===== src/rtl/accel_lsu_port.sv =====
// rtl/accel_lsu_port.sv - accelerator load/store responder on the core data-memory bus (optional ACCEL_LSU_ALIGN_CHECK_EN)
module accel_lsu_port #(
    parameter logic [31:0] RESET_BASE = 32'h0000_0000
) (
    input  logic        clk,
    input  logic        rst_n,
    input  logic        base_we,
    input  logic [1:0]  base_sel,
    input  logic [31:0] base_wdata,
    input  logic        lsu_ren,
    input  logic        lsu_wen,
    input  logic [1:0]  lsu_type,
    input  logic [31:0] lsu_addr_offset,
    input  logic [31:0] lsu_wdata,
    input  logic [1:0]  op_address_sel,
    output logic        lsu_done,
    output logic [31:0] lsu_rdata,
    output logic        lsu_err,
    output logic        busy,
    output logic        data_req_o,
    input  logic        data_gnt_i,
    input  logic        data_rvalid_i,
    output logic        data_we_o,
    output logic [3:0]  data_be_o,
    output logic [31:0] data_addr_o,
    output logic [31:0] data_wdata_o,
    input  logic [31:0] data_rdata_i
);

    localparam logic [1:0] DATA_WORD = 2'b00;
    localparam logic [1:0] DATA_HALF = 2'b01;
    localparam logic [1:0] DATA_BYTE = 2'b10;

    typedef enum logic [1:0] {
        S_IDLE,
        S_REQ,
        S_WAIT,
        S_DONE
    } state_t;

    state_t      state_q, state_d;
    logic [31:0] base_q [4];
    logic [31:0] base_d [4];
    logic [31:0] addr_q, addr_d;
    logic [31:0] wdata_q, wdata_d;
    logic [31:0] rdata_q, rdata_d;
    logic [1:0]  type_q, type_d;
    logic        we_q, we_d;
`ifdef ACCEL_LSU_ALIGN_CHECK_EN
    logic        err_q, err_d;
    logic        misaligned;
`endif

    logic [31:0] req_addr;
    logic [3:0]  be;
    logic [31:0] wdata_lanes;
    logic [31:0] rd_shift;
    logic [31:0] rd_ext;

    // Effective address of the request presented in IDLE, using the current (old) base
    always_comb begin
        req_addr = base_q[op_address_sel] + lsu_addr_offset;
`ifdef ACCEL_LSU_ALIGN_CHECK_EN
        misaligned = 1'b0;
        case (lsu_type)
            DATA_WORD: misaligned = (req_addr[1:0] != 2'b00);
            DATA_HALF: misaligned = req_addr[0];
            default:   misaligned = 1'b0;
        endcase
`else
        case (lsu_type)
            DATA_WORD: req_addr[1:0] = 2'b00;
            DATA_HALF: req_addr[0]   = 1'b0;
            default:   ;
        endcase
`endif
    end

    // Lane steering for the latched transaction
    always_comb begin
        rd_shift = data_rdata_i >> {addr_q[1:0], 3'b000};
        case (type_q)
            DATA_HALF: begin
                be          = 4'b0011 << addr_q[1:0];
                wdata_lanes = {2{wdata_q[15:0]}};
                rd_ext      = {16'h0000, rd_shift[15:0]};
            end
            DATA_BYTE: begin
                be          = 4'b0001 << addr_q[1:0];
                wdata_lanes = {4{wdata_q[7:0]}};
                rd_ext      = {24'h000000, rd_shift[7:0]};
            end
            default: begin
                be          = 4'b1111;
                wdata_lanes = wdata_q;
                rd_ext      = rd_shift;
            end
        endcase
    end

    always_comb begin
        state_d = state_q;
        base_d  = base_q;
        addr_d  = addr_q;
        wdata_d = wdata_q;
        rdata_d = rdata_q;
        type_d  = type_q;
        we_d    = we_q;
`ifdef ACCEL_LSU_ALIGN_CHECK_EN
        err_d   = err_q;
`endif
        if (base_we) begin
            base_d[base_sel] = base_wdata;
        end
        case (state_q)
            S_IDLE: begin
                if (lsu_wen || lsu_ren) begin
                    addr_d  = req_addr;
                    type_d  = lsu_type;
                    wdata_d = lsu_wdata;
                    we_d    = lsu_wen;
                    rdata_d = 32'h0;
                    state_d = S_REQ;
`ifdef ACCEL_LSU_ALIGN_CHECK_EN
                    err_d   = misaligned;
                    // Misaligned accesses never touch the bus; any write is dropped
                    if (misaligned) begin
                        state_d = S_DONE;
                    end
`endif
                end
            end
            S_REQ: begin
                if (data_gnt_i) begin
                    state_d = S_WAIT;
                end
            end
            S_WAIT: begin
                if (data_rvalid_i) begin
                    rdata_d = we_q ? 32'h0 : rd_ext;
                    state_d = S_DONE;
                end
            end
            S_DONE: begin
                state_d = S_IDLE;
            end
            default: begin
                state_d = S_IDLE;
            end
        endcase
    end

    always_ff @(posedge clk or negedge rst_n) begin
        if (!rst_n) begin
            state_q <= S_IDLE;
            for (int i = 0; i < 4; i++) begin
                base_q[i] <= RESET_BASE;
            end
            addr_q  <= 32'h0;
            wdata_q <= 32'h0;
            rdata_q <= 32'h0;
            type_q  <= DATA_WORD;
            we_q    <= 1'b0;
`ifdef ACCEL_LSU_ALIGN_CHECK_EN
            err_q   <= 1'b0;
`endif
        end else begin
            state_q <= state_d;
            base_q  <= base_d;
            addr_q  <= addr_d;
            wdata_q <= wdata_d;
            rdata_q <= rdata_d;
            type_q  <= type_d;
            we_q    <= we_d;
`ifdef ACCEL_LSU_ALIGN_CHECK_EN
            err_q   <= err_d;
`endif
        end
    end

    // Outputs decode from state only, so an asynchronous reset clears them at once
    assign data_req_o   = (state_q == S_REQ);
    assign data_we_o    = data_req_o & we_q;
    assign data_be_o    = data_req_o ? be : 4'b0000;
    assign data_addr_o  = data_req_o ? {addr_q[31:2], 2'b00} : 32'h0;
    assign data_wdata_o = data_we_o ? wdata_lanes : 32'h0;
    assign lsu_done     = (state_q == S_DONE);
    assign lsu_rdata    = lsu_done ? rdata_q : 32'h0;
    assign busy         = (state_q != S_IDLE);
`ifdef ACCEL_LSU_ALIGN_CHECK_EN
    assign lsu_err      = lsu_done & err_q;
`else
    assign lsu_err      = 1'b0;
`endif

endmodule


===== config.mk =====
export PLATFORM = sky130hd
export DESIGN_NAME = accel_lsu_port
export DESIGN_NICKNAME = d
export VERILOG_FILES = /design/src/rtl/accel_lsu_port.sv
export SDC_FILE = /design/constraint.sdc
export NUM_CORES = 1
export LEC_CHECK = 0
export BUFFER_PORTS_ARGS = -buffer_cell sky130_fd_sc_hd__buf_2
export CORE_UTILIZATION = 30
export CTS_CLUSTER_SIZE = 25
export DETAILED_ROUTE_END_ITERATION = 8
export SLEW_MARGIN = 10
export SYNTH_ARGS = -nofsm -noshare
export SYNTH_HDL_FRONTEND = slang
export SYNTH_SLANG_ARGS = --single-unit

===== constraint.sdc =====
create_clock -name clk -period 3.4 [get_ports clk]
set_clock_uncertainty 0.2 [all_clocks]
set_input_delay 0.68 -clock clk [delete_from_list [all_inputs] [get_ports clk]]
set_output_delay 0.68 -clock clk [all_outputs]
set_load 0.05 [all_outputs]

==> impl_metrics.prom, run 1 <==
# TYPE chip_impl_metric gauge
chip_impl_info{name="worst_setup_path_end_kind",value="primary output"} 1
chip_impl_metric{name="power.share.clock",unit="%"} 22.2
chip_impl_metric{name="power_density",unit="nW/um^2"} 812
chip_impl_metric{name="synth_seq_cells",unit=""} 229
chip_impl_metric{name="pre_cts_ws",unit="ps"} -378
chip_impl_metric{name="maximum_number_of_pins_on_one_net_before_global_route_repair",unit=""} 98
chip_impl_info{name="synthDominantAreaCellType",value="sky130_fd_sc_hd__dfrtp_1"} 1
chip_impl_metric{name="synth_cells",unit=""} 1194
chip_impl_metric{name="postSynth.asyncResetShare",unit="%"} 100
chip_impl_info{name="clockRootBuffer",value="sky130_fd_sc_hd__clkbuf_16"} 1
chip_impl_metric{name="coreArea",unit="sq um"} 41200
chip_impl_info{name="holdCritPathClass",value="in -> reg"} 1
chip_impl_metric{name="dieWidth",unit="um"} 208
chip_impl_metric{name="seq_area_frac_synth",unit="%"} 45.2
chip_impl_metric{name="synth-edff-count",unit=""} 0
chip_impl_metric{name="drive_above_1_share",unit="%"} 40.3
chip_impl_metric{name="power_report.internal_total",unit="mW"} 7.67
chip_impl_metric{name="nets",unit=""} 1713
chip_impl_metric{name="total_switching_power",unit="mW"} 5.65
chip_impl_metric{name="max_freq",unit="MHz"} 305
chip_impl_info{name="grt_setup_unrepaired",value="no"} 1
chip_impl_metric{name="power.share.combinational",unit="%"} 47.1
chip_impl_metric{name="htree_num_levels",unit=""} 1
chip_impl_info{name="cts_tree",value="done"} 1
chip_impl_metric{name="post_synth_instance_area",unit="sq um"} 12700
chip_impl_metric{name="antenna_cells_inserted",unit=""} 0
chip_impl_metric{name="cp_data_arrival_time",unit="ps"} 2400
chip_impl_metric{name="seq_power_share",unit="%"} 30.6
chip_impl_metric{name="pin_count",unit=""} 246
chip_impl_metric{name="grt.overflow.total",unit=""} 0
chip_impl_info{name="rr_startpoint",value="base_q[96]$_DFFE_PN0P_"} 1
chip_impl_metric{name="initial_core_util",unit="%"} 30.8
chip_impl_metric{name="core.rowCount",unit=""} 74
chip_impl_metric{name="maximum_ir_drop_on_the_vdd_rail",unit="uV"} 388
chip_impl_metric{name="finalHoldViolations",unit=""} 0
chip_impl_metric{name="first_pass_iters",unit=""} 5
chip_impl_metric{name="netSwitchingFraction",unit="%"} 42.4
chip_impl_metric{name="power_leakage",unit="nW"} 7.76
chip_impl_metric{name="post-route-min-period",unit="ps"} 3280
chip_impl_info{name="path_class",value="reg -> out"} 1
chip_impl_metric{name="period_share",unit="%"} 96.5
chip_impl_metric{name="slew_violations",unit=""} 0
chip_impl_metric{name="detail-route-antenna-nets",unit=""} 0
chip_impl_metric{name="die-area",unit="sq um"} 43100
chip_impl_metric{name="dr_vias",unit=""} 10600
chip_impl_metric{name="cts.sinks",unit=""} 229
chip_impl_metric{name="grt_pass1_wl",unit="mm"} 61.4
chip_impl_metric{name="max_slew_margin",unit="%"} 47.5
chip_impl_metric{name="netlist-cell-type-count",unit=""} 80
chip_impl_metric{name="wl_per_cell",unit="um"} 18.6
chip_impl_metric{name="routabilityCongestion",unit=""} 0.890
chip_impl_metric{name="path_clk_slew",unit="ps"} 60
chip_impl_metric{name="port_buffers",unit=""} 242
chip_impl_metric{name="dp_hpwl",unit="mm"} 29.0
chip_impl_metric{name="clock_latency_at_the_later_pin_of_the_worst_skew_pair",unit="ps"} 560
chip_impl_info{name="timing_startpoint_of_the_critical_path",value="state_q[1]$_DFFE_PN0P_"} 1
chip_impl_metric{name="final-setup-viol-count",unit=""} 0
chip_impl_metric{name="cts_buffers",unit=""} 29
chip_impl_metric{name="drv_cap",unit=""} 0
chip_impl_metric{name="vias_per_cell",unit=""} 5.10
chip_impl_metric{name="die_h",unit="um"} 208
chip_impl_metric{name="totalPowerFinal",unit="mW"} 13.3
chip_impl_metric{name="first_global_vias",unit=""} 10800
chip_impl_metric{name="routed_wl",unit="mm"} 38.8
chip_impl_info{name="result_of_the_run",value="finished, final reports clean"} 1
chip_impl_info{name="most_frequent_cell_after_synthesis",value="sky130_fd_sc_hd__dfrtp_1"} 1
chip_impl_metric{name="setup_slack",unit="ps"} 119
chip_impl_info{name="synth_top_cells_by_area",value="sky130_fd_sc_hd__dfrtp_1 45%, sky130_fd_sc_hd__mux2_2 11%, sky130_fd_sc_hd__mux4_2 5.7%, sky130_fd_sc_hd__nand2_1 5.7%, sky130_fd_sc_hd__ha_1 3.7%"} 1
chip_impl_metric{name="gr-usage-all-layers",unit="%"} 18.0
chip_impl_info{name="synth_commonest_cells",value="229 x sky130_fd_sc_hd__dfrtp_1, 191 x sky130_fd_sc_hd__nand2_1, 129 x sky130_fd_sc_hd__mux2_2"} 1
chip_impl_metric{name="timing_worst_slew_pin_value",unit="ps"} 788
chip_impl_info{name="ys_dominant_reg_cell",value="sky130_fd_sc_hd__dfrtp_1"} 1
chip_impl_metric{name="max-clock-path-buffers",unit=""} 3
chip_impl_info{name="critPathLaunchType",value="flip-flop"} 1
chip_impl_metric{name="grt_antenna_before_repair",unit=""} 2
chip_impl_metric{name="drt_drc_violations_left",unit=""} 0
chip_impl_metric{name="synth.top_cell.area_share",unit="%"} 45.2
chip_impl_info{name="hp-start",value="lsu_wdata[20]"} 1
chip_impl_metric{name="initialDrtViolationCount",unit=""} 806
chip_impl_metric{name="cp_max_fo",unit=""} 23
chip_impl_metric{name="critPathRequiredTime",unit="ps"} 2520
chip_impl_metric{name="ys.warnings.count",unit=""} 0
chip_impl_metric{name="synthesis.area_per_instance",unit="sq um"} 10.6
chip_impl_metric{name="area_delta_synth_final",unit="%"} 29.5
## final cells by class
type	instances	area [sq um]
timing repair buffer	387	2400
tap	532	666
sequential	229	5730
inverter	17	63.8
multi-input combinational	870	6640
clock buffer	34	754
clock inverter	17	158
fill	4043	24800
## final timing paths
path | slack, ps | cells after the start | to
setup / recovery | 120 | 9 | data_wdata_o[31]
min in group asynchronous | 540 | 2 | wdata_q[30]$_DFFE_PN0P_
hold / removal | 110 | 3 | wdata_q[20]$_DFFE_PN0P_
max in group asynchronous | 1660 | 3 | base_q[83]$_DFFE_PN0P_
hold reg to reg | 270 | 2 | addr_q[25]$_DFFE_PN0P_
setup reg to reg | 200 | 9 | addr_q[26]$_DFFE_PN0P_
## sequential cells by signal, indices dropped and copies added (netlist names)
register,count
rdata_q,32
wdata_q,32
addr_q,32
base_q,128
type_q,2
state_q,2
we_q,1
## worst max-delay path, cell delays in order (launching register included)
cell                      delay [ps]
sky130_fd_sc_hd__dfrtp_1         400
sky130_fd_sc_hd__inv_1           110
sky130_fd_sc_hd__ha_1            180
sky130_fd_sc_hd__buf_4           220
sky130_fd_sc_hd__nand2_1          70
sky130_fd_sc_hd__buf_4           230
sky130_fd_sc_hd__inv_1           150
sky130_fd_sc_hd__nand2_1          90
sky130_fd_sc_hd__a21oi_1         120
sky130_fd_sc_hd__buf_2           270
## power groups by stage
stage,registers (mW),clock network [mW],logic [mW]
CTS,4.08,3.04,6.30
floorplan,3.90,0,4.32
global route,4.18,3.14,6.83
detailed placement,4.12,0,6.27
finish,4.08,2.96,6.28
global placement,4.09,0,6.20
## cell families after synthesis
| kind of cell | after synthesis | synth area share [%] |
|---|---|---|
| xor gates and xnor gates | 16 | 1.11 |
| AOI/OAI and AO/OA | 236 | 13.0 |
| DFF | 229 | 45.2 |
| adders and majority gates | 38 | 3.81 |
| muxes | 185 | 19.0 |
| and+or+nand+nor | 392 | 14.6 |
| other | 1 | 0.0296 |
| buffers and inverters | 97 | 3.14 |
## layer usage
metal | share of wire [%] | global-route usage (%) | vias to the layer above
met5 | 0.046 | 0 | -
met4 | 2.0 | 5.02 | 4
met3 | 6.2 | 3.15 | 50
met2 | 47 | 29.9 | 370
met1 | 45 | 23.9 | 5234
li1 | - | - | 4978
## metrics by stage
stage / util (%) / instance area, sq um / setup TNS (ps) / instances / hold slack, ps
floorplan: - / 12800 / -196 / 1196 / 184
global placement: 37.5 / 15500 / -6390 / 2033 / 255
detailed placement: 37.5 / 15500 / -6970 / 2033 / 260
CTS: 39.8 / 16400 / 0 / 2085 / 71.8
global route: 39.8 / 16400 / 0 / 2086 / 98.2
finish: 39.8 / 16400 / 0 / 2086 / 107
## timing repair
action,4_1_cts,5_1_grt
hold buffers,1,0
endpoints found under the setup margin,12,7
endpoints found under the hold margin,30,0
buffers inserted,0,1
cloned,0,0
pin swaps,0,2
resized for setup,3,3
## layout by cell type, fill, tap and decap left out, drive strengths merged, types with 9 or more instances in the layout
cell and instances:
a21o 13, a21oi 50, a22oi 23, and2 68, and3 15, buf 386, clkbuf 34, clkinv 11
dfrtp 229, ha 37, inv 18, mux2 129, mux2i 24, mux4 32, nand2 191, nand3 17
nand4 11, nor2 51, nor3 10, o21a 10, o21ai 55, o31ai 11, xnor2 9
No activity file was read; power rests on OpenSTA's default activity.
==> run 2: changes to the inputs <==
Settings changed: PLACE_DENSITY from default to 0.5.
==> run 2 against run 1 <==
  * Cell count fell by 0.14%
  * Sequential power barely moved
  * Via count fell by 1.3%
  * Register-to-register slack got worse by 60 ps
  * Routed wire length rose by 0.11%
  * Fmax rose by 0.30%
  * Combinational power fell by 2%
  * Global-route usage rose by 0.11 points
  * First-iteration DRC count fell by 18%
==> impl_metrics.prom, run 2 (synthesis gave the netlist of run 1 again) <==
# TYPE chip_impl_metric gauge
chip_impl_metric{name="area_delta_synth_final",unit="%"} 30.0
chip_impl_info{name="path_class",value="in -> reg"} 1
chip_impl_info{name="rr_startpoint",value="base_q[0]$_DFFE_PN0P_"} 1
chip_impl_metric{name="dr_vias",unit=""} 10500
chip_impl_metric{name="routabilityCongestion",unit=""} 0.867
chip_impl_metric{name="slew_violations",unit=""} 0
chip_impl_metric{name="total_switching_power",unit="mW"} 5.60
chip_impl_metric{name="pre_cts_ws",unit="ps"} -478
chip_impl_metric{name="power_leakage",unit="nW"} 7.78
chip_impl_metric{name="power_density",unit="nW/um^2"} 817
chip_impl_metric{name="max_freq",unit="MHz"} 306
chip_impl_metric{name="final_cell_count_without_fillers",unit=""} 2083
chip_impl_metric{name="timing_worst_slew_pin_value",unit="ps"} 1040
chip_impl_metric{name="cp_max_fo",unit=""} 8
chip_impl_metric{name="dieWidth",unit="um"} 208
chip_impl_metric{name="finalHoldViolations",unit=""} 0
chip_impl_metric{name="max-clock-path-buffers",unit=""} 3
chip_impl_metric{name="maximum_number_of_pins_on_one_net_before_global_route_repair",unit=""} 78
chip_impl_metric{name="wl_per_cell",unit="um"} 18.6
chip_impl_metric{name="cts_buffers",unit=""} 28
chip_impl_metric{name="port_buffers",unit=""} 242
chip_impl_info{name="clockRootBuffer",value="sky130_fd_sc_hd__clkbuf_16"} 1
chip_impl_metric{name="initial_core_util",unit="%"} 30.8
chip_impl_metric{name="post-route-min-period",unit="ps"} 3270
chip_impl_metric{name="detail-route-antenna-nets",unit=""} 0
chip_impl_metric{name="gr-usage-all-layers",unit="%"} 18.1
chip_impl_metric{name="vias_per_cell",unit=""} 5.04
chip_impl_metric{name="largest_register_ffs",unit=""} 128
chip_impl_info{name="grt_setup_unrepaired",value="no"} 1
chip_impl_metric{name="power_report.internal_total",unit="mW"} 7.84
chip_impl_metric{name="first_global_vias",unit=""} 10700
chip_impl_info{name="worst_setup_path_end_kind",value="flip-flop"} 1
chip_impl_metric{name="pin_count",unit=""} 246
chip_impl_metric{name="hold-path-cell-count",unit=""} 3
chip_impl_info{name="timing_startpoint_of_the_critical_path",value="op_address_sel[0]"} 1
chip_impl_metric{name="post_cts_buffers",unit=""} 0
chip_impl_metric{name="critPathRequiredTime",unit="ps"} 3690
chip_impl_metric{name="grt.overflow.total",unit=""} 0
chip_impl_metric{name="drv_cap",unit=""} 0
chip_impl_metric{name="power.share.combinational",unit="%"} 46.0
chip_impl_metric{name="final.hold.worst_slack",unit="ps"} 101
chip_impl_metric{name="die-area",unit="sq um"} 43100
chip_impl_metric{name="nets",unit=""} 1708
chip_impl_metric{name="placed_cells_incl_taps",unit=""} 2030
chip_impl_metric{name="antenna_cells_inserted",unit=""} 0
chip_impl_metric{name="coreArea",unit="sq um"} 41200
chip_impl_metric{name="maximum_ir_drop_on_the_vdd_rail",unit="uV"} 426
chip_impl_metric{name="max_slew_margin",unit="%"} 30.3
chip_impl_info{name="max_flop_register",value="base_q"} 1
chip_impl_info{name="most_common_cell_after_layout_fill_and_taps_aside",value="sky130_fd_sc_hd__buf_2"} 1
chip_impl_metric{name="cp_data_arrival_time",unit="ps"} 3560
chip_impl_metric{name="htree_num_levels",unit=""} 1
chip_impl_info{name="hp-start",value="lsu_wdata[19]"} 1
chip_impl_metric{name="initialDrtViolationCount",unit=""} 660
chip_impl_metric{name="routed_wl",unit="mm"} 38.8
chip_impl_metric{name="setup_slack",unit="ps"} 129
chip_impl_metric{name="grt_pass1_wl",unit="mm"} 61.6
chip_impl_metric{name="clock_latency_at_the_later_pin_of_the_worst_skew_pair",unit="ps"} 570
chip_impl_info{name="critPathLaunchType",value="input pin"} 1
chip_impl_metric{name="core.rowCount",unit=""} 74
chip_impl_metric{name="path_clk_slew",unit="ps"} 60
chip_impl_metric{name="drt_drc_violations_left",unit=""} 0
chip_impl_metric{name="drive_above_1_share",unit="%"} 40.3
chip_impl_metric{name="first_pass_iters",unit=""} 5
chip_impl_info{name="holdCritPathClass",value="in -> reg"} 1
chip_impl_metric{name="seq_power_share",unit="%"} 30.2
chip_impl_metric{name="worstRegToRegCells",unit=""} 9
chip_impl_metric{name="period_share",unit="%"} 96.2
chip_impl_info{name="mostFrequentLayoutCells",value="239 x sky130_fd_sc_hd__buf_2, 229 x sky130_fd_sc_hd__dfrtp_1, 190 x sky130_fd_sc_hd__nand2_1"} 1
chip_impl_metric{name="power.share.clock",unit="%"} 23.9
chip_impl_metric{name="cts.sinks",unit=""} 229
chip_impl_metric{name="layout.core_utilization",unit="%"} 40.0
chip_impl_metric{name="grt_antenna_before_repair",unit=""} 2
chip_impl_metric{name="die_h",unit="um"} 208
chip_impl_metric{name="netSwitchingFraction",unit="%"} 41.7
chip_impl_info{name="result_of_the_run",value="finished, final reports clean"} 1
chip_impl_metric{name="final-setup-viol-count",unit=""} 0
chip_impl_info{name="cts_tree",value="done"} 1
chip_impl_metric{name="dp_hpwl",unit="mm"} 28.9
## run 2: power by group through the flow
stage	Combinational [mW]	Clock (mW)	Sequential (mW)
after floorplan	4.32	0	3.90
after global placement	6.14	0	4.08
after detailed placement	6.17	0	4.11
after CTS	6.21	3.31	4.06
after global routing	6.74	3.42	4.17
final	6.18	3.21	4.06
## run 2: path summary, 6_finish.rpt
kind                                           end  slack [ps]
min reg2reg                rdata_q[20]$_DFFE_PN0P_         270
max reg2reg                 addr_q[26]$_DFFE_PN0P_         140
min in group asynchronous  wdata_q[20]$_DFFE_PN0P_         460
max                         addr_q[30]$_DFFE_PN0P_         130
min                        wdata_q[19]$_DFFE_PN0P_         100
max in group asynchronous   base_q[71]$_DFFE_PN0P_        1730
## run 2: area by class of cell
| cell class | instances | area [sq um] |
|---|---|---|
| timing repair buffer | 383 | 2360 |
| multi-input combinational | 870 | 6650 |
| clock inverter | 16 | 228 |
| fill | 4094 | 24700 |
| sequential | 229 | 5730 |
| inverter | 17 | 63.8 |
| tap | 532 | 666 |
| clock buffer | 36 | 771 |
## run 2: metal layers
| layer | routed length (um) | GRT usage, % |
|---|---|---|
| met5 | 29 | 0 |
| met4 | 800 | 4.97 |
| met3 | 2300 | 3.15 |
| met2 | 18000 | 29.0 |
| met1 | 17700 | 25.0 |
## run 2: critical path, cell delays in order
cell and delay, ps:
sky130_fd_sc_hd__buf_2 210, sky130_fd_sc_hd__buf_4 250, sky130_fd_sc_hd__mux4_2 540, sky130_fd_sc_hd__ha_1 440
sky130_fd_sc_hd__nand4_1 250, sky130_fd_sc_hd__nor2_2 210, sky130_fd_sc_hd__a221oi_2 130, sky130_fd_sc_hd__o41a_1 440
sky130_fd_sc_hd__a211o_1 310, sky130_fd_sc_hd__nand4_1 90
## run 2: through the flow
step                power, mW  setup TNS (ps)  cell area (sq um)
floorplan                8.22            -196              12800
global placement         10.2           -7500              15400
detailed placement       10.3           -7780              15400
CTS                      13.6               0              16500
global route             14.3               0              16500
finish                   13.4               0              16500
## run 2: repair_timing
item                       4_1_cts  5_1_grt
hold endpoints to repair        72        0
setup endpoints to repair        8       12
gates cloned                     0        0
pin swaps                        0        0
resized for setup                3        6
hold buffers                     1        0
==> run 3: changes to the inputs <==
Settings changed: ABC_AREA from default to 1, PLACE_DENSITY 0.5 to 0.49.
==> run 3 against run 2 <==
  * Critical path depth down 2
  * Via count increased by 18%
  * Die area increased by 2.7%
  * Clock power shrank 1%
  * Power is 8.1% lower
  * Register-to-register slack improved by 630 ps
  * Setup slack better by 10 ps
  * Clock-buffer cell count grew 1
  * Core utilization down 1.9 points
  * Synthesized area increased by 2.7%
  * Sequential cell count unchanged
  * Non-clock buffer count fell by 92
  * Critical path type is now reg -> out
  * Largest power group unchanged
==> impl_metrics.prom, run 3 <==
# TYPE chip_impl_metric gauge
chip_impl_metric{name="initialDrtViolationCount",unit=""} 929
chip_impl_metric{name="synth_seq_cells",unit=""} 229
chip_impl_info{name="path_class",value="reg -> out"} 1
chip_impl_metric{name="core.rowCount",unit=""} 75
chip_impl_metric{name="power_density",unit="nW/um^2"} 766
chip_impl_metric{name="path_clk_slew",unit="ps"} 60
chip_impl_metric{name="netSwitchingFraction",unit="%"} 43.6
chip_impl_metric{name="fin_tns_setup",unit="ps"} 0
chip_impl_metric{name="first_global_vias",unit=""} 12000
chip_impl_metric{name="final-setup-viol-count",unit=""} 0
chip_impl_metric{name="netlist-cell-type-count",unit=""} 39
chip_impl_metric{name="postSynth.asyncResetShare",unit="%"} 100
chip_impl_info{name="min_delay_worst_endpoint",value="wdata_q[30]$_DFFE_PN0P_"} 1
chip_impl_info{name="holdCritPathClass",value="in -> reg"} 1
chip_impl_metric{name="nets",unit=""} 2231
chip_impl_info{name="slowest_stage",value="sky130_fd_sc_hd__dfrtp_1"} 1
chip_impl_metric{name="wl_per_cell",unit="um"} 15.8
chip_impl_metric{name="seq_area_frac_synth",unit="%"} 44.0
chip_impl_metric{name="area_delta_synth_final",unit="%"} 23.9
chip_impl_metric{name="post_synth_instance_area",unit="sq um"} 13000
chip_impl_info{name="most_common_cell_after_layout_fill_and_taps_aside",value="sky130_fd_sc_hd__nand2_1"} 1
chip_impl_info{name="critPathLaunchType",value="flip-flop"} 1
chip_impl_metric{name="power_leakage",unit="nW"} 8.93
chip_impl_metric{name="dr_vias",unit=""} 12400
chip_impl_metric{name="maximum_number_of_pins_on_one_net_before_global_route_repair",unit=""} 65
chip_impl_metric{name="critical_path.max_stage_delay",unit="ps"} 400
chip_impl_metric{name="die-area",unit="sq um"} 44200
chip_impl_metric{name="ys.warnings.count",unit=""} 0
chip_impl_info{name="max_flop_register",value="base_q"} 1
chip_impl_metric{name="cp_data_arrival_time",unit="ps"} 2380
chip_impl_metric{name="placed_cells_incl_taps",unit=""} 2596
chip_impl_metric{name="worstRegToRegCells",unit=""} 11
chip_impl_metric{name="port_buffers",unit=""} 242
chip_impl_metric{name="maximum_ir_drop_on_the_vdd_rail",unit="uV"} 415
chip_impl_metric{name="routabilityCongestion",unit=""} 0.847
chip_impl_metric{name="cp_max_fo",unit=""} 16
chip_impl_metric{name="first_pass_iters",unit=""} 5
chip_impl_metric{name="largest_register_ffs",unit=""} 128
chip_impl_info{name="synth_top_cells_by_area",value="sky130_fd_sc_hd__dfrtp_1 44%, sky130_fd_sc_hd__nand2_1 17%, sky130_fd_sc_hd__o21ai_0 10%, sky130_fd_sc_hd__inv_1 6.7%, sky130_fd_sc_hd__nor2_1 3.7%"} 1
chip_impl_metric{name="slew_violations",unit=""} 0
chip_impl_metric{name="detail-route-antenna-nets",unit=""} 0
chip_impl_metric{name="synth-edff-count",unit=""} 0
chip_impl_metric{name="synth_cells",unit=""} 1817
chip_impl_metric{name="fill_cells",unit=""} 4543
chip_impl_metric{name="dieWidth",unit="um"} 210
chip_impl_metric{name="power.share.clock",unit="%"} 25.6
chip_impl_metric{name="hold-path-cell-count",unit=""} 3
chip_impl_info{name="ys_dominant_reg_cell",value="sky130_fd_sc_hd__dfrtp_1"} 1
chip_impl_metric{name="dp_hpwl",unit="mm"} 30.6
chip_impl_metric{name="grt_pass1_wl",unit="mm"} 66.4
chip_impl_metric{name="htree_num_levels",unit=""} 1
chip_impl_metric{name="finalHoldViolations",unit=""} 0
chip_impl_info{name="mostFrequentLayoutCells",value="592 x sky130_fd_sc_hd__nand2_1, 260 x sky130_fd_sc_hd__o21ai_0, 240 x sky130_fd_sc_hd__buf_2"} 1
chip_impl_metric{name="seq_power_share",unit="%"} 31.8
chip_impl_metric{name="drv_cap",unit=""} 0
chip_impl_metric{name="max_freq",unit="MHz"} 307
chip_impl_metric{name="cts.sinks",unit=""} 229
chip_impl_info{name="clockRootBuffer",value="sky130_fd_sc_hd__clkbuf_16"} 1
chip_impl_metric{name="routed_wl",unit="mm"} 41.9
chip_impl_metric{name="synth.top_cell.area_share",unit="%"} 44.0
chip_impl_info{name="worst_path_cell_trace",value="inv_1 -> ha_1 -> nand2_2 -> clkinvlp_4 -> buf_4 -> o21ai_0 -> nor2_1 -> buf_2"} 1
chip_impl_metric{name="grt.overflow.total",unit=""} 0
chip_impl_metric{name="initial_core_util",unit="%"} 30.8
chip_impl_metric{name="cts_buffers",unit=""} 28
chip_impl_info{name="worst_setup_path_end_kind",value="primary output"} 1
chip_impl_metric{name="critical_path_buf_inv_count",unit=""} 4
chip_impl_metric{name="drive_above_1_share",unit="%"} 18.0
chip_impl_info{name="hp-start",value="lsu_wdata[30]"} 1
chip_impl_metric{name="die_h",unit="um"} 210
chip_impl_metric{name="post-route-min-period",unit="ps"} 3260
chip_impl_info{name="synthDominantAreaCellType",value="sky130_fd_sc_hd__dfrtp_1"} 1
chip_impl_metric{name="power.share.combinational",unit="%"} 42.6
chip_impl_metric{name="pin_count",unit=""} 246
chip_impl_metric{name="clock_latency_at_the_later_pin_of_the_worst_skew_pair",unit="ps"} 540
chip_impl_info{name="result_of_the_run",value="finished, final reports clean"} 1
chip_impl_metric{name="max_slew_margin",unit="%"} 40.2
chip_impl_metric{name="critPathRequiredTime",unit="ps"} 2520
chip_impl_info{name="reg2reg_to",value="addr_q[14]$_DFFE_PN0P_"} 1
chip_impl_metric{name="final_cell_count_without_fillers",unit=""} 2653
chip_impl_metric{name="reg2reg_setup_slack",unit="ps"} 770
chip_impl_metric{name="period_share",unit="%"} 95.9
chip_impl_metric{name="grt_antenna_before_repair",unit=""} 3
chip_impl_metric{name="max-clock-path-buffers",unit=""} 3
chip_impl_metric{name="timing_worst_slew_pin_value",unit="ps"} 894
chip_impl_info{name="rr_startpoint",value="base_q[32]$_DFFE_PN0P_"} 1
chip_impl_metric{name="total_switching_power",unit="mW"} 5.38
chip_impl_metric{name="drt_drc_violations_left",unit=""} 0
chip_impl_info{name="cts_tree",value="done"} 1
chip_impl_info{name="grt_setup_unrepaired",value="yes"} 1
chip_impl_metric{name="vias_per_cell",unit=""} 4.68
chip_impl_info{name="synth_commonest_cells",value="596 x sky130_fd_sc_hd__nand2_1, 260 x sky130_fd_sc_hd__o21ai_0, 232 x sky130_fd_sc_hd__inv_1"} 1
chip_impl_metric{name="coreArea",unit="sq um"} 42300
chip_impl_info{name="most_frequent_cell_after_synthesis",value="sky130_fd_sc_hd__nand2_1"} 1
chip_impl_metric{name="synthesis.area_per_instance",unit="sq um"} 7.16
chip_impl_info{name="critPathTopFamily",value="buffers and inverters"} 1
chip_impl_metric{name="power_report.internal_total",unit="mW"} 6.98
chip_impl_metric{name="gr-usage-all-layers",unit="%"} 19.0
## run 3: worst max-delay path by stage
stage                            from  slack, ps                endpoint  cells after the start
2_1_floorplan  state_q[1]$_DFFE_PN0P_         20        data_wdata_o[14]                      8
3_3_place_gp        op_address_sel[0]          8  addr_q[18]$_DFFE_PN0P_                     16
3_5_place_dp        op_address_sel[0]         30  addr_q[18]$_DFFE_PN0P_                     16
4_1_cts        state_q[1]$_DFFE_PN0P_          2         data_wdata_o[9]                      8
5_1_grt         type_q[1]$_DFFE_PN0P_        -10        data_wdata_o[19]                      7
6_report       state_q[1]$_DFFE_PN0P_        140        data_wdata_o[27]                      8
## run 3: final cells by class
type / count / area [sq um] / area share (%)
Antenna cell: 2 / 5.00 / 0.0310
Inverter: 239 / 901 / 5.59
Multi-Input combinational cell: 1263 / 6070 / 37.6
Clock buffer: 37 / 806 / 5.00
Clock inverter: 15 / 185 / 1.15
Timing Repair Buffer: 291 / 1710 / 10.6
Sequential cell: 229 / 5730 / 35.5
Tap cell: 577 / 722 / 4.48
## run 3: timing repair
item / 4_1_cts / 5_1_grt
setup endpoints to repair: 24 / 24
endpoints found under the hold margin: 56 / 0
hold buffers: 1 / 0
setup buffers: 2 / 0
resized for setup: 1 / 3
## run 3: tightest hold or removal path: cells and delay by family
family | cells | cell delay (ps)
buffers and inverters | 1 | 80
AND/OR/NAND/NOR | 2 | 90
## run 3: kinds of logic after synthesis
group | after synthesis | synth area share (%)
other | 1 | 0.0288
xor gates and xnor gates | 16 | 1.08
DFF | 229 | 44.0
adders and majority gates | 38 | 3.71
muxes | 8 | 0.615
and+or+nand+nor | 799 | 24.1
AOI/OAI and AO/OA | 399 | 16.7
buffers and inverters | 327 | 9.83
## run 3: metal layers
layer	up-vias	global-route usage, %	routed length, um
met3	45	2.28	1980
met2	328	30.4	18500
met4	2	3.55	655
met1	5797	27.5	20700
li1	6250	-	-
met5	-	0	14
## run 3: per-stage QoR
step / power (mW) / hold slack (ps) / setup WS [ps] / util [%] / area (sq um)
finish: 12.4 / 140 / 140 / 38.1 / 16100
global placement: 9.23 / 260 / 8.28 / 35.7 / 15100
global route: 13.2 / 150 / -10.7 / 38.1 / 16100
CTS: 12.5 / 116 / 1.86 / 38.1 / 16100
floorplan: 7.73 / 184 / 19.8 / - / 13100
detailed placement: 9.26 / 261 / 33.4 / 35.7 / 15100
## run 3: power groups by stage
stage,Clock (mW),Combinational [mW],Sequential [mW]
floorplan,0,3.90,3.82
detailed placement,0,5.28,3.98
global placement,0,5.26,3.97
finish,3.17,5.26,3.93
global route,3.35,5.86,4.03
CTS,3.25,5.32,3.93
